--- config.mk ---
export PLATFORM = sky130hd
export DESIGN_NAME = falling_letter_scheduler
export DESIGN_NICKNAME = d
export VERILOG_FILES = /design/src/rtl/falling_letter_scheduler.sv
export SDC_FILE = /design/constraint.sdc
export NUM_CORES = 1
export LEC_CHECK = 0
export CORE_ASPECT_RATIO = 0.7
export CORE_UTILIZATION = 28
export DETAILED_ROUTE_END_ITERATION = 10
export GPL_ROUTABILITY_DRIVEN = 0
export PLACE_DENSITY = 0.54
export SYNTH_ARGS = -nofsm -noshare
export SYNTH_HDL_FRONTEND = slang
export SYNTH_SLANG_ARGS = --single-unit
--- constraint.sdc ---
create_clock -name clock -period 8.89 [get_ports clock]
set_clock_uncertainty 0.05 [all_clocks]
set_input_delay 2.2225 -clock clock [delete_from_list [all_inputs] [get_ports clock]]
set_output_delay 2.2225 -clock clock [all_outputs]
set_load 0.01 [all_outputs]
--- src/rtl/falling_letter_scheduler.sv ---
// Falling-letter game sequencer: spawns LFSR letters, drops them on a tick, scores hits and misses.
// Optional SPEEDUP_EN: the drop period halves every 8 points, floored at DROP_DIV>>3 (min 1).
module falling_letter_scheduler #(
    parameter int unsigned DROP_DIV   = 25000000,
    parameter int unsigned SPAWN_ROWS = 8,
    parameter int unsigned MAX_MISSES = 3,
    parameter logic [7:0]  LFSR_SEED  = 8'hA5
) (
    input  logic       clock,
    input  logic       reset_n,
    input  logic       start,
    input  logic       guess_valid,
    input  logic [7:0] guess,
    output logic [7:0] letter1,
    output logic [7:0] letter2,
    output logic [7:0] letter3,
    output logic [4:0] ypos1,
    output logic [4:0] ypos2,
    output logic [4:0] ypos3,
    output logic [7:0] score,
    output logic [3:0] misses,
    output logic       game_over
);
    localparam int unsigned DW = $clog2(DROP_DIV);
    localparam int unsigned SW = (SPAWN_ROWS > 1) ? $clog2(SPAWN_ROWS) : 1;
    localparam logic [DW:0]   P_FULL  = (DW+1)'(DROP_DIV);
    localparam logic [SW-1:0] S_LAST  = SW'(SPAWN_ROWS - 1);
    localparam logic [3:0]    M_LIM   = 4'(MAX_MISSES);
    localparam logic [4:0]    Y_EMPTY = 5'd31;
    localparam logic [4:0]    Y_LAST  = 5'd21;
`ifdef SPEEDUP_EN
    localparam int unsigned   P_MIN_I = ((DROP_DIV >> 3) > 0) ? (DROP_DIV >> 3) : 1;
    localparam logic [DW:0]   P_MIN   = (DW+1)'(P_MIN_I);
`endif

    typedef enum logic [1:0] {IDLE, RUN, OVER} state_t;

    state_t          r_state, w_state;
    logic [7:0]      r_lfsr, w_lfsr;
    logic [DW-1:0]   r_div, w_div;
    logic [SW-1:0]   r_spawn, w_spawn;
    logic [2:0][4:0] r_ypos, w_ypos;
    logic [2:0][7:0] r_letter, w_letter;
    logic [7:0]      r_score, w_score;
    logic [3:0]      r_misses, w_misses;
    logic            r_game_over, w_game_over;
    logic [DW:0]     w_period;
`ifdef SPEEDUP_EN
    logic [DW:0]     r_period, w_period_nxt;
    assign w_period = r_period;
`else
    assign w_period = P_FULL;
`endif

    logic [4:0] w_r;
    logic [7:0] w_new_letter;
    logic       w_step, w_hit, w_spawned;
    logic [1:0] w_hit_idx, w_retires;
    logic [4:0] w_hit_y, w_miss_sum;

    assign w_r          = r_lfsr[4:0];
    assign w_new_letter = 8'h41 + {3'b000, (w_r >= 5'd26) ? (w_r - 5'd26) : w_r};
    // >= rather than == so a period that just shrank below the count still ticks
    assign w_step       = ({1'b0, r_div} >= (w_period - (DW+1)'(1)));

    // Deepest matching slot wins; strict > keeps the lowest index on a tie.
    always_comb begin
        w_hit     = 1'b0;
        w_hit_idx = 2'd0;
        w_hit_y   = 5'd0;
        for (int i = 0; i < 3; i++) begin
            if (guess_valid && (r_ypos[i] != Y_EMPTY) && (r_letter[i] == guess) &&
                (!w_hit || (r_ypos[i] > w_hit_y))) begin
                w_hit     = 1'b1;
                w_hit_idx = 2'(i);
                w_hit_y   = r_ypos[i];
            end
        end
    end

    always_comb begin
        w_state     = r_state;
        w_lfsr      = {1'b0, r_lfsr[7:1]} ^ (r_lfsr[0] ? 8'hB8 : 8'h00);
        w_div       = r_div;
        w_spawn     = r_spawn;
        w_ypos      = r_ypos;
        w_letter    = r_letter;
        w_score     = r_score;
        w_misses    = r_misses;
        w_game_over = r_game_over;
        w_retires   = 2'd0;
        w_spawned   = 1'b0;
        w_miss_sum  = 5'd0;
`ifdef SPEEDUP_EN
        w_period_nxt = r_period;
`endif
        case (r_state)
            IDLE, OVER: begin
                if (start) begin
                    w_state     = RUN;
                    w_game_over = 1'b0;
                    w_score     = 8'd0;
                    w_misses    = 4'd0;
                    w_ypos      = {3{Y_EMPTY}};
                    w_div       = '0;
                    w_spawn     = S_LAST;
`ifdef SPEEDUP_EN
                    w_period_nxt = P_FULL;
`endif
                end
            end
            RUN: begin
                if (r_misses >= M_LIM) begin
                    w_state     = OVER;
                    w_game_over = 1'b1;
                end else begin
                    w_div = w_step ? '0 : (r_div + DW'(1));
                    if (w_hit) begin
                        w_ypos[w_hit_idx] = Y_EMPTY;
                        if (r_score != 8'hFF) begin
                            w_score = r_score + 8'd1;
`ifdef SPEEDUP_EN
                            if (w_score[2:0] == 3'd0)
                                w_period_nxt = ((r_period >> 1) < P_MIN) ? P_MIN : (r_period >> 1);
`endif
                        end
                    end
                    if (w_step) begin
                        // The hit slot is already cleared and must not step or retire.
                        for (int i = 0; i < 3; i++) begin
                            if (!(w_hit && (w_hit_idx == 2'(i))) && (r_ypos[i] != Y_EMPTY)) begin
                                if (r_ypos[i] < Y_LAST) begin
                                    w_ypos[i] = r_ypos[i] + 5'd1;
                                end else begin
                                    w_ypos[i] = Y_EMPTY;
                                    w_retires = w_retires + 2'd1;
                                end
                            end
                        end
                        w_miss_sum = {1'b0, r_misses} + {3'b000, w_retires};
                        w_misses   = (w_miss_sum > 5'd15) ? 4'hF : w_miss_sum[3:0];
                        if (r_spawn == S_LAST) begin
                            for (int i = 0; i < 3; i++) begin
                                if (!w_spawned && (w_ypos[i] == Y_EMPTY)) begin
                                    w_ypos[i]   = 5'd0;
                                    w_letter[i] = w_new_letter;
                                    w_spawned   = 1'b1;
                                end
                            end
                            if (w_spawned) w_spawn = '0;
                        end else begin
                            w_spawn = r_spawn + SW'(1);
                        end
                    end
                end
            end
            default: w_state = IDLE;
        endcase
    end

    always_ff @(posedge clock or negedge reset_n) begin
        if (!reset_n) begin
            r_state     <= IDLE;
            r_lfsr      <= LFSR_SEED;
            r_div       <= '0;
            r_spawn     <= '0;
            r_ypos      <= {3{Y_EMPTY}};
            r_letter    <= '0;
            r_score     <= 8'd0;
            r_misses    <= 4'd0;
            r_game_over <= 1'b0;
`ifdef SPEEDUP_EN
            r_period    <= P_FULL;
`endif
        end else begin
            r_state     <= w_state;
            r_lfsr      <= w_lfsr;
            r_div       <= w_div;
            r_spawn     <= w_spawn;
            r_ypos      <= w_ypos;
            r_letter    <= w_letter;
            r_score     <= w_score;
            r_misses    <= w_misses;
            r_game_over <= w_game_over;
`ifdef SPEEDUP_EN
            r_period    <= w_period_nxt;
`endif
        end
    end

    assign letter1   = r_letter[0];
    assign letter2   = r_letter[1];
    assign letter3   = r_letter[2];
    assign ypos1     = r_ypos[0];
    assign ypos2     = r_ypos[1];
    assign ypos3     = r_ypos[2];
    assign score     = r_score;
    assign misses    = r_misses;
    assign game_over = r_game_over;

endmodule

==> key figures <==
STA
  – Fin. Hold Viols: 0
  – Maximum clock rate: 122 MHz
  – Final Max Slew Viols: 0
  – Tmin final: 8230 ps
  – RSZ-0062 raised after global routing: false
  – Worst-Margin Slew: 928 ps
  – Final Setup Violations: 0
  – Setup TNS Final: 0 ps
  – Final period utilization: 92.6%
  – Max_slew headroom: 38.1%

Job
  – Max cap viols: 0

Floorplanning
  – I/O Pins: 64
  – DIE AREA: 21,100 sq um
  – Starting Density: 28.8%
  – Standard-cell rows: 43
  – Die H: 122 um
  – Die Span X: 173 um
  – Core area: 19,900 sq um

Pwr
  – Pwr per Cell Area: 181 nW/um^2
  – Switch share: 37.8%
  – Comb pwr share: 33.1%
  – Psw: 0.469 mW
  – Peak supply drop: 105 uV
  – P_leak: 2.94 nW
  – Clock network power share: 28.8%
  – Pwr Total: 1.24 mW
  – Power Internal: 0.771 mW
  – Sequential Power Share: 38.0%

Global route
  – Initial antenna violation count: 0
  – Largest net degree at the start of global routing: 72
  – First-pass GRT wire length: 25.3 mm
  – GRT Overall Usage: 15.1%
  – Vias in the first global route: 4,572
  – Total gr overflow: 0

Routing
  – Via count: 4,862
  – DR WL/cell: 16.0 um
  – Drc violations: 0
  – Router iterations before antenna repair: 5
  – Number of routed nets with antenna violations: 0
  – Initial drt markers: 377
  – DRT Wirelength: 15.5 mm
  – DR vias/cell: 5.00

Setup path
  – WS Path Type: in -> reg
  – Reg2reg setup slack: 1930 ps
  – CP delay by family, top: compound AO/OA/AOI/OAI gates
  – Worst R2R Start: ypos1[1]
  – Worst r2r dst: misses[1]
  – Crit end category: flip-flop
  – Worst EP required: 9080 ps
  – Worst-path fanout max: 11
  – CP peak stage delay: 500 ps
  – CP Launch Point: guess[3]
  – Worst path bufs/invs: 3
  – Crit-path slowest cell: clkdlybuf4s50_1
  – Worst R2R Path Depth: 28
  – Most frequent CP cell: ha_1
  – Arrival time worst endpoint: 8420 ps
  – Worst Setup Start Kind: input port

Clock tree
  – Hold buffers post-CTS: 0
  – CTS tree: yes
  – CTS resizes: 0
  – # H-tree levels: 3
  – Clk slew on worst S/H paths: 70 ps
  – Number of buffers added for setup after CTS: 0
  – Clock Sinks: 87
  – Root Driver: clkbuf_16
  – CTS max path bufs: 2
  – Cts bufs inserted: 9
  – Clk_lat worst skew: 340 ps

Min path
  – HP Class: reg -> reg
  – Min-Delay Endpoint: r_lfsr[6]
  – Hold depth: 0
  – Hold_sp: r_lfsr[7]

Layout
  – Antenna cell count: 0
  – Fillers: 2,072
  – Post-layout util: 34.5%
  – Layout cells sized above 1: 9.97%
  – NumNets Final: 734
  – P&R area growth vs syn: 19.8%

Synthesis
  – Post-synth EDFFs: 0
  – Seq cells post-synth: 87
  – Mean Syn Cell Area: 8.86 sq um
  – Largest area contributor in the netlist: dfrtp_1
  – Synth area leaders: dfrtp_1 (30%), dfstp_2 (8.7%), ha_1 (5.2%)
  – Asr flop ratio synth: 100%
  – Post-synth top area share: 29.7%
  – Cells after synthesis: 647
  – Ys flop type: dfrtp_1
  – Synth top cells by count: dfrtp_1 (68), nor2_1 (68), nand2_1 (59)
  – Ys Warns: 0
  – Post-synth design cell area: 5730 sq um
  – Seq/Total Area, Yosys: 38.4%
  – Synth unique cells: 71

Place
  – IO Port Bufs: 60
  – DP Wirelength: 11.4 mm

Status
  – Run status: complete, no violations
## per-layer routing
| metal | wire [um] | global-route usage (%) | part of all wire [%] | vias up |
|---|---|---|---|---|
| met5 | 0 | 0 | 0 | - |
| met3 | 976 | 4.09 | 6.3 | 8 |
| met4 | 86 | 2.60 | 0.55 | 0 |
| met1 | 8520 | 23.5 | 55 | 2306 |
| li1 | - | - | - | 2431 |
| met2 | 5930 | 20.6 | 38 | 117 |
## cell type report
| cell class | instances | area (sq um) | area share (%) |
|---|---|---|---|
| Multi-Input combinational cell | 507 | 3310 | 48.2 |
| Tap cell | 270 | 338 | 4.92 |
| Sequential cell | 87 | 2200 | 32.1 |
| Timing Repair Buffer | 67 | 651 | 9.48 |
| Clock inverter | 6 | 45.0 | 0.656 |
| Inverter | 25 | 93.8 | 1.37 |
| Clock buffer | 10 | 229 | 3.34 |
## through the flow
stage               setup WS, ps  std cells  area [sq um]  hold slack [ps]
floorplan                   1280        649          5740              319
global placement             519        956          6590              330
detailed placement           320        956          6590              332
CTS                          666        972          6870              342
global route                 184        972          6870              343
finish                       661        972          6870              341
## registers in the layout (all words and copies together), names as in the netlist
name       count
letter3        7
r_state        2
r_lfsr         8
r_div         25
r_spawn        3
ypos1          5
game_over      1
letter2        7
letter1        7
ypos2          5
score          8
ypos3          5
misses         4
## placed cells by master (no fill, tap or decap), types with 4 or more instances in the layout
master and instances:
o21a_1 9, and3_1 13, a21oi_1 32, nand2b_1 14, o21ai_0 46, nor2_1 68, xnor2_1 16, nor3_1 14
a31oi_1 14, dfstp_2 19, a21boi_0 5, xor2_1 33, nand2_1 59, o21bai_1 4, mux2_2 11, nand4_1 14
o221ai_1 6, o211ai_1 6, o31ai_1 9, dfrtp_1 68, nand3_1 24, and4_1 4, a211oi_1 5, clkdlybuf4s50_1 59
a21o_1 6, buf_4 8, a2bb2oi_1 4, inv_1 24, mux2_4 5, clkbuf_16 9, o22ai_1 5, a41oi_1 4
nor2b_1 7, ha_1 24
## power by group through the flow
stage / sequential, mW / clock (mW) / combinational (mW)
after floorplan: 0.466 / 0 / 0.273
final: 0.472 / 0.357 / 0.411
after CTS: 0.472 / 0.370 / 0.411
after global placement: 0.479 / 0 / 0.409
after global routing: 0.478 / 0.384 / 0.458
after detailed placement: 0.478 / 0 / 0.409
## worst max path at each step
stage | endpoint | cells after the start
3_3_place_gp | misses[1] | 27
4_1_cts | misses[1] | 27
3_5_place_dp | misses[1] | 27
6_report | misses[1] | 27
2_1_floorplan | misses[1] | 27
5_1_grt | misses[1] | 27
## cells by family (layout without fill, tap and decap cells)
group                    count (synthesis)  count (layout)  synth area share [%]
buffers and inverters                   55             108                  4.00
XOR/XNOR                                49              49                  7.49
multiplexers                            18              18                  3.82
AND/OR/NAND/NOR                        236             236                  20.4
AO/OA/AOI/OAI                          174             174                  19.8
flip-flops                              87              87                  38.4
other                                    1               3                0.0654
adder cells (fa/ha/maj)                 27              27                  5.94
Power figures use the tool's default switching activity.
